$ cat config.mk
export PLATFORM = sky130hd
export DESIGN_NAME = alu_op_issuer
export DESIGN_NICKNAME = d
export VERILOG_FILES = /design/src/rtl/alu_op_issuer.sv
export SDC_FILE = /design/constraint.sdc
export NUM_CORES = 1
export LEC_CHECK = 0
export CORE_MARGIN = 8
export CORE_UTILIZATION = 42
export DETAILED_ROUTE_END_ITERATION = 10
export PLACE_DENSITY = 0.78
export SLEW_MARGIN = 20
export SYNTH_ARGS = -nofsm -noshare
export SYNTH_HDL_FRONTEND = slang
export SYNTH_SLANG_ARGS = --single-unit
export TNS_END_PERCENT = 10
$ cat constraint.sdc
create_clock -name clk -period 2.3 [get_ports clk]
set_clock_uncertainty 0.2 [all_clocks]
set_input_delay 0.575 -clock clk [delete_from_list [all_inputs] [get_ports clk]]
set_output_delay 0.575 -clock clk [all_outputs]
set_load 0.01 [all_outputs]
$ cat src/rtl/alu_op_issuer.sv
// Issues one command at a time to a combinational arithmetic unit and returns
// the captured result, with divide-by-zero status, over a valid/ready response port.
module alu_op_issuer #(
  parameter int N  = 4,
  parameter int M  = 4,
  parameter int CW = 8
) (
  input  logic          clk,
  input  logic          rst,
  input  logic          cmd_valid,
  output logic          cmd_ready,
  input  logic [N-1:0]  cmd_a,
  input  logic [N-1:0]  cmd_b,
  input  logic [M-2:0]  cmd_op,
  input  logic          cmd_chain,
  output logic [N-1:0]  au_a,
  output logic [N-1:0]  au_b,
  output logic [M-2:0]  au_op,
  input  logic [N-1:0]  au_result,
  output logic          rsp_valid,
  input  logic          rsp_ready,
  output logic [N-1:0]  rsp_data,
  output logic [M-2:0]  rsp_op,
  output logic          rsp_divz,
  output logic [CW-1:0] op_count,
  output logic          busy
);

  localparam logic [M-2:0] OP_DIV = (M-1)'(3);

  typedef enum logic [1:0] {
    IDLE  = 2'd0,
    DRIVE = 2'd1,
    RESP  = 2'd2
  } state_t;

  state_t        r_state;
  state_t        w_nextState;
  logic          w_accept;
  logic          w_rspFire;
  logic          w_divz;
  logic [N-1:0]  w_result;

  logic [N-1:0]  r_auA;
  logic [N-1:0]  r_auB;
  logic [M-2:0]  r_auOp;
  logic [N-1:0]  r_acc;
  logic [N-1:0]  r_rspData;
  logic [M-2:0]  r_rspOp;
  logic          r_rspDivz;
  logic [CW-1:0] r_opCount;

  // The unit's output is undefined on divide by zero, so it is replaced by all ones.
  assign w_divz   = (r_auOp == OP_DIV) && (r_auB == '0);
  assign w_result = w_divz ? '1 : au_result;

  always_ff @(posedge clk) begin
    if (rst) begin
      r_state <= IDLE;
    end else begin
      r_state <= w_nextState;
    end
  end

  always_comb begin
    w_nextState = r_state;
    w_accept    = 1'b0;
    w_rspFire   = 1'b0;
    cmd_ready   = 1'b0;
    rsp_valid   = 1'b0;
    busy        = 1'b0;
    case (r_state)
      IDLE: begin
        cmd_ready = 1'b1;
        if (cmd_valid) begin
          w_accept    = 1'b1;
          w_nextState = DRIVE;
        end
      end
      DRIVE: begin
        busy        = 1'b1;
        w_nextState = RESP;
      end
      RESP: begin
        busy      = 1'b1;
        rsp_valid = 1'b1;
        if (rsp_ready) begin
          w_rspFire   = 1'b1;
          w_nextState = IDLE;
        end
      end
      default: begin
        w_nextState = IDLE;
      end
    endcase
  end

  // Operand registers change only on accept so the unit's inputs never glitch.
  always_ff @(posedge clk) begin
    if (rst) begin
      r_auA     <= '0;
      r_auB     <= '0;
      r_auOp    <= '0;
      r_acc     <= '0;
      r_rspData <= '0;
      r_rspOp   <= '0;
      r_rspDivz <= 1'b0;
      r_opCount <= '0;
    end else begin
      if (w_accept) begin
        r_auA  <= cmd_chain ? r_acc : cmd_a;
        r_auB  <= cmd_b;
        r_auOp <= cmd_op;
      end
      if (r_state == DRIVE) begin
        r_rspData <= w_result;
        r_rspOp   <= r_auOp;
        r_rspDivz <= w_divz;
        r_acc     <= w_result;
      end
      if (w_rspFire) begin
        r_opCount <= r_opCount + 1'b1;
      end
    end
  end

  assign au_a     = r_auA;
  assign au_b     = r_auB;
  assign au_op    = r_auOp;
  assign rsp_data = r_rspData;
  assign rsp_op   = r_rspOp;
  assign rsp_divz = r_rspDivz;
  assign op_count = r_opCount;

endmodule

Word-level counts from Yosys, hierarchy flattened
Cells that the tools add are included.
{"block": "word_totals", "reg_bits": 29, "input_bits": 20, "output_inout_bits": 30, "elab_cells": 31}
{"block": "op_classes", "addsub": 1, "eq_ne": 5, "mux": 12, "n_reduce_logical": 5}
{"cell": "adder 8 x 1 -> 8 bit, second input constant", "count": 1}
{"cell": "two-way mux 4 bit", "count": 2}
{"cell": "two-way mux 1 bit", "count": 7}
{"cell": "one-hot mux 2 bit (3 select lines)", "count": 1}
{"cell": "zero test 4 bit", "count": 1}
{"cell": "two-way mux 2 bit", "count": 2}
{"cell": "!= test 2 bit, second input constant", "count": 2}
{"cell": "equality test 3 x 2 -> 1 bit, second input constant", "count": 1}
{"cell": "equality test 2 x 1 -> 1 bit, second input constant", "count": 1}
{"cell": "equality test 2 bit, second input constant", "count": 1}
{"cell": "zero test 2 bit", "count": 1}
{"cell": "AND reduction 2 bit", "count": 1}
{"cell": "OR reduction 2 bit", "count": 1}
{"cell": "logical AND 1 bit", "count": 1}

Logic depth before layout (Yosys ltp)
Gate-level depths: netlist (run 1).
{"block": "depth", "word_depth": 3, "ltp_mapped": 7, "ltp_nobuf": 5}

Worst setup path after synthesis (run 1)
No wires, ideal clock.
{"block": "synth_path", "kind": "register -> register", "from": "register r_state[0]", "to": "register r_opCount[7], in the netlist op_count[7]", "t_arrival_ns": 1.430, "t_required_ns": 2.030, "setup_slack_ns": 0.600, "path_stages_with_launch": 6, "cell_sequence": "dfxtp_1 > inv_1 > ha_1 > nand4_2 > or4_1 > a21oi_1"}
{"block": "synth_between", "elab_chain_cells": 2}
{"element": "start: declaration", "line": "37", "text": "state_t r_state;"}
{"element": "start signal: assignment", "line": "61", "text": "r_state <= w_nextState;"}
{"element": "equality test 2 bit", "line": "72", "text": "case (r_state)"}
{"element": "two-way mux 1 bit", "line": "72"}
{"element": "end signal: assignment", "line": "122", "text": "r_opCount <= r_opCount + 1'b1;"}
{"element": "end: declaration", "line": "51", "text": "logic [CW-1:0] r_opCount;"}
Every way passes these cells.
A chain may end at the register's enable or synchronous reset.

Worst setup path in the final report (run 1)
{"block": "layout_path", "from": "register r_state[1]", "to": "output busy"}
{"block": "layout_between", "elab_chain_cells": 3, "elab_cells_between_ends": 4, "classes_between": "eq/ne (2); mux (1); reduce/logical (1)"}
{"element": "equality test 2 x 1 -> 1 bit / equality test 2 bit (equally long branches)", "line": "72"}
{"element": "OR reduction 2 bit (no line) *"}
{"element": "two-way mux 1 bit *", "line": "72"}
{"element": "end: declaration", "line": "26", "text": "output logic busy"}
Every way passes the cells marked *; elsewhere a longest branch is shown, timed or not.

==> results.sh, run 1 <==
export IMPL_hold_path_class="reg2reg"
export IMPL_final_antenna_net_count=0
export IMPL_ios=50
export IMPL_cts_root_buffer="clkbuf_4"
export IMPL_fp_dieW_um=70.0
export IMPL_slew_limit_headroom=0.690
export IMPL_synth_ff_type="dfxtp_1"
export IMPL_die_y_um=70.0
export IMPL_worst_pin_slew_ps=465
export IMPL_outcome="finished, final reports clean"
export IMPL_grt_ovfl_total=0
export IMPL_path_clk_slew_ps=90
export IMPL_criticalPathCategory="reg2out"
export IMPL_yosys_warnings=0
export IMPL_p_per_area_nw_per_um2=601
export IMPL_initial_core_util=0.443
export IMPL_avgSynthCellArea_um2=8.73
export IMPL_n_fill_cell=234
export IMPL_yosysSeqAreaShare=0.475
export IMPL_crit_start="r_state[1]"
export IMPL_timing_final_crit_share=0.926
export IMPL_wl_per_cell_um=14.8
export IMPL_finalNetCount=216
export IMPL_synth_area_leaders="dfxtp_1 (47%), a21oi_1 (6.6%), mux2i_1 (5.7%)"
export IMPL_synthToLayoutAreaGrowth_pct=46.9
export IMPL_synth_most_common_cell="dfxtp_1"
export IMPL_syn_inst=140
export IMPL_vias=1170
export IMPL_grt_pass1_wl_um=5380
export IMPL_maxCapViolations=0
export IMPL_post_synth_top_area_cell="dfxtp_1"
export IMPL_die_area_um2=4890
export IMPL_setup_viol=0
export IMPL_endpoint_kind="output port"
export IMPL_worstHoldStart="au_b[3]"
export IMPL_cts_sinks=29
export IMPL_rsz0062_at_grt="no"
export IMPL_wl_um=3310
export IMPL_core_rowCount=19
export IMPL_synth_edff_count=0
export IMPL_grtUsageTotal=0.132
export IMPL_synth_top_area_share=0.475
export IMPL_syn_area_um2=1220
export IMPL_cts_tree="yes"
export IMPL_peakVddDrop_uv=514
export IMPL_grt_max_degree=22
export IMPL_tns_ps=0
export IMPL_post_cts_buffers=0
export IMPL_synth_cell_types=28
export IMPL_gp_routability_congestion=0.751
export IMPL_dp_hpwl_um=2540
export IMPL_finalCriticalPeriod_ps=2130
export IMPL_cts_buffers=5
export IMPL_worstPathRequired_ps=1520
export IMPL_total_leakage_power_nw=0.673
export IMPL_numPortBuffers=49
export IMPL_drt_first_pass_iters=4
export IMPL_r2r_start="r_state[0]"
export IMPL_drive_above_1_share=0.0885
export IMPL_finish_utilization=0.651
export IMPL_diodes=0
export IMPL_remaining_drc_errors=0
export IMPL_core_area_um2=2760
export IMPL_slew_viol_final=0
export IMPL_cp_arrival_ps=1350
export IMPL_async_flop_share=0
export IMPL_cp_max_fo=4
export IMPL_drt_initial_drc_count=73
export IMPL_p_total_w=0.00108
export IMPL_vias_per_cell=5.25
export IMPL_grt_pass1_vias=1137
export IMPL_hold_violations=0
export IMPL_antenna_found_initial=0
export IMPL_fmax_mhz=470
export IMPL_startpoint_type="register"
export IMPL_syn_num_nets=165
export IMPL_clockBufferDepth=2
export IMPL_ys_seq_elements=29
export IMPL_clock_latency_ps=330
export IMPL_ctsHtreeMaxLevel=2
export IMPL_yosys_top_cells_count="dfxtp_1 (29), nand2_1 (18), a21oi_1 (16)"
-- power by group --
part	switching (W)	internal [W]	total [W]
Sequential	0.0000234	0.000533	0.000557
Clock	0.000179	0.000115	0.000294
Combinational	0.000104	0.000124	0.000228
Total	0.000307	0.000772	0.00108
-- layout by cell type, fill, tap and decap left out --
cell,count
clkinvlp_4,1
or3_2,2
buf_4,2
xor2_1,1
and2_1,1
ha_2,2
nand3_1,5
clkinv_2,2
nor2b_1,1
clkdlybuf4s50_1,46
xnor2_1,1
nand2_1,18
clkbuf_4,5
nand4_2,1
ha_1,3
nor2_1,13
nor4_1,1
or4_1,1
dfxtp_1,28
a211oi_1,5
o21ai_0,4
o31ai_1,1
nand4_1,2
a21o_1,1
nand2b_1,2
or3_1,2
dfxtp_2,1
a21oi_1,16
or2b_2,1
dlygate4sd2_1,3
inv_1,9
a311oi_1,4
mux2i_1,7
-- final timing paths --
path	endpoint	slack, ps	depth (start not counted)
max	busy	170	3
min	au_b[3]	280	2
max reg2reg	op_count[7]	560	5
min reg2reg	au_b[3]	280	2
-- stage by stage --
step	setup slack [ps]	cell area (um2)	hold slack, ps	std cells
after floorplan	600	1220	292	140
after CTS	165	1800	281	223
final	171	1800	277	223
after global routing	98.5	1800	311	223
after detailed placement	78.6	1740	269	215
after global placement	128	1740	259	215
-- area by class of cell --
cell class              instances  area [um2]  area share
inverters                       9        33.8      0.0188
flip-flops and latches         29         582       0.324
clock inverters                 3        17.5     0.00976
repair buffers                 51         502       0.279
multi-input cells              95         584       0.325
clock buffers                   5        37.5      0.0209
well taps                      31        38.8      0.0216
-- routing by layer --
layer  up-vias  GRT usage  share of wire
met3         7     0.0791           0.10
met2        50      0.216           0.47
li1        585          -              -
met1       528      0.138           0.42
met4         0     0.0379          0.013
met5         -          0              0
-- critical path, cell delays in order (launching register included) --
cell	delay [ps]
dfxtp_1	360
inv_1	100
ha_2	320
dlygate4sd2_1	260
-- sequential cells by signal, summed over array words and instances, names as in the netlist --
register	flops
au_a	4
au_b	4
au_op	3
op_count	8
r_state	2
rsp_data	4
rsp_divz	1
rsp_op	3
-- kinds of logic after synthesis --
family / count (synthesis) / synth area share
buffers and inverters: 16 / 0.0512
xor gates and xnor gates: 2 / 0.0143
adders and majority gates: 5 / 0.0512
muxes: 7 / 0.0573
AOI/OAI and AO/OA: 31 / 0.154
and+or+nand+nor: 50 / 0.198
DFF: 29 / 0.475
-- what timing repair did --
action	4_1_cts	5_1_grt
endpoints found under the hold margin	0	0
hold buffers	0	0
setup endpoints to repair	3	0
gates resized for setup	6	0
(Power assumes the default switching activity.)
==> inputs of run 2 (changes only) <==
--- a/config.mk
+++ b/config.mk
@@ -6,5 +6,5 @@
 export NUM_CORES = 1
 export LEC_CHECK = 0
-export CORE_MARGIN = 8
+export CORE_MARGIN = 2
 export CORE_UTILIZATION = 42
 export DETAILED_ROUTE_END_ITERATION = 10
==> constraint.sdc (replaced) <==
create_clock -name clk -period 2.3 [get_ports clk]
set_clock_uncertainty 0.2 [all_clocks]
set_input_delay 0.46 -clock clk [delete_from_list [all_inputs] [get_ports clk]]
set_output_delay 0.46 -clock clk [all_outputs]
set_load 0.01 [all_outputs]
==> run 2 against run 1 <==
Compared with the run above:
- highest routed layer unchanged
- sequential share of layout area shrank 0.55 points
- non-clock buffer count is the same
- critical endpoint is now cmd_ready
- critical path type unchanged
- fmax fell by 4.1%
- global-route usage up 6.8 points
==> results.sh, run 2 (synthesis results as in run 1) <==
export IMPL_cts_sinks=29
export IMPL_endpoint_kind="output port"
export IMPL_die_area_um2=3360
export IMPL_fmax_mhz=451
export IMPL_final_common_cell="clkdlybuf4s50_1"
export IMPL_holdBufCountCts=0
export IMPL_drt_first_pass_iters=4
export IMPL_clockBufferDepth=2
export IMPL_core_area_um2=2760
export IMPL_whs_ps=276
export IMPL_total_leakage_power_nw=0.682
export IMPL_worstPathRequired_ps=1640
export IMPL_wl_um=3070
export IMPL_post_cts_buffers=0
export IMPL_cp_arrival_ps=1560
export IMPL_worstHoldPathCells=2
export IMPL_r2r_slack_ps=580
export IMPL_p_per_area_nw_per_um2=670
export IMPL_path_clk_slew_ps=90
export IMPL_grtUsageTotal=0.200
export IMPL_slew_limit_headroom=0.663
export IMPL_r2r_start="r_state[0]"
export IMPL_core_rowCount=19
export IMPL_dp_hpwl_um=2250
export IMPL_rsz0062_at_grt="yes"
export IMPL_ios=50
export IMPL_numPortBuffers=49
export IMPL_drive_above_1_share=0.0781
export IMPL_die_y_um=58.0
export IMPL_cts_root_buffer="clkbuf_4"
export IMPL_finalNetCount=216
export IMPL_outcome="finished, final reports clean"
export IMPL_hold_path_class="reg2reg"
export IMPL_initial_core_util=0.443
export IMPL_cts_tree="yes"
export IMPL_grt_ovfl_total=0
export IMPL_cp_max_fo=5
export IMPL_finalCriticalPeriod_ps=2220
export IMPL_clock_latency_ps=330
export IMPL_peakVddDrop_uv=632
export IMPL_diodes=0
export IMPL_final_cell_mix="clkdlybuf4s50_1 (49), dfxtp_1 (28), nand2_1 (18)"
export IMPL_wl_per_cell_um=13.8
export IMPL_drt_initial_drc_count=21
export IMPL_grt_pass1_wl_um=5030
export IMPL_synthToLayoutAreaGrowth_pct=49.4
export IMPL_final_antenna_net_count=0
export IMPL_worstHoldStart="au_b[3]"
export IMPL_vias=1181
export IMPL_ctsHtreeMaxLevel=2
export IMPL_remaining_drc_errors=0
export IMPL_criticalPathCategory="reg2out"
export IMPL_timing_final_crit_share=0.965
export IMPL_cts_buffers=5
export IMPL_fp_dieW_um=58.0
export IMPL_tns_ps=0
export IMPL_antenna_found_initial=0
export IMPL_largest_reg_flops=8
export IMPL_slew_viol_final=0
export IMPL_worst_pin_slew_ps=505
export IMPL_gp_routability_congestion=0.768
export IMPL_r2r_end="op_count[7]"
export IMPL_maxCapViolations=0
export IMPL_ff2ff_path_depth=5
export IMPL_startpoint_type="register"
export IMPL_holdPathEnd="au_b[3]"
export IMPL_hold_violations=0
export IMPL_vias_per_cell=5.30
export IMPL_setup_viol=0
export IMPL_grt_pass1_vias=1181
export IMPL_grt_max_degree=22
## run 2: final cells by class
| cell class | instances | area, um2 |
|---|---|---|
| Multi-Input combinational cell | 95 | 582 |
| Tap cell | 31 | 38.8 |
| Timing Repair Buffer | 51 | 505 |
| Inverter | 9 | 33.8 |
| Clock inverter | 1 | 30.0 |
| Clock buffer | 7 | 55.1 |
| Fill cell | 245 | 931 |
| Sequential cell | 29 | 582 |
## run 2: timing repair
action / in CTS / in global routing
gates resized for setup: 0 / 2
endpoints found under the hold margin: 0 / 0
setup endpoints to repair: 0 / 3
## run 2: per-stage QoR
stage          setup WS [ps]  total power, W  cells  utilization  area [um2]
4_1_cts                 22.5         0.00123    223        0.661        1820
3_3_place_gp             243        0.000792    215        0.630        1740
3_5_place_dp             190        0.000800    215        0.630        1740
5_1_grt                -16.2         0.00128    223        0.662        1830
2_1_floorplan            600        0.000677    140            -        1220
6_report                81.3         0.00122    223        0.662        1830
## run 2: worst max-delay path by stage
stage	startpoint	to	slack [ps]	cells after the start
floorplan	r_state[0]	op_count[7]	600	5
global placement	rsp_ready	op_count[7]	240	4
detailed placement	rsp_ready	op_count[7]	190	4
CTS	r_state[0]	busy	20	3
global route	r_state[1]	cmd_ready	-20	3
finish	r_state[1]	cmd_ready	80	3
## run 2: power by group
group	switching, W	total [W]	internal, W
sequential	0.0000230	0.000556	0.000533
combinational	0.000104	0.000232	0.000128
clock	0.000175	0.000435	0.000259
total	0.000303	0.00122	0.000921
## run 2: critical path, stage by stage (launching register included)
cell and delay (ps):
dfxtp_1 320, inv_1 110, ha_1 240, clkdlybuf4s50_1 560
## run 2: layer usage
layer	vias up	track usage	wire length [um]
met5	-	0	0
met1	544	0.222	1300
met3	10	0.0603	217
met2	40	0.331	1460
li1	587	-	-
met4	0	0.126	95
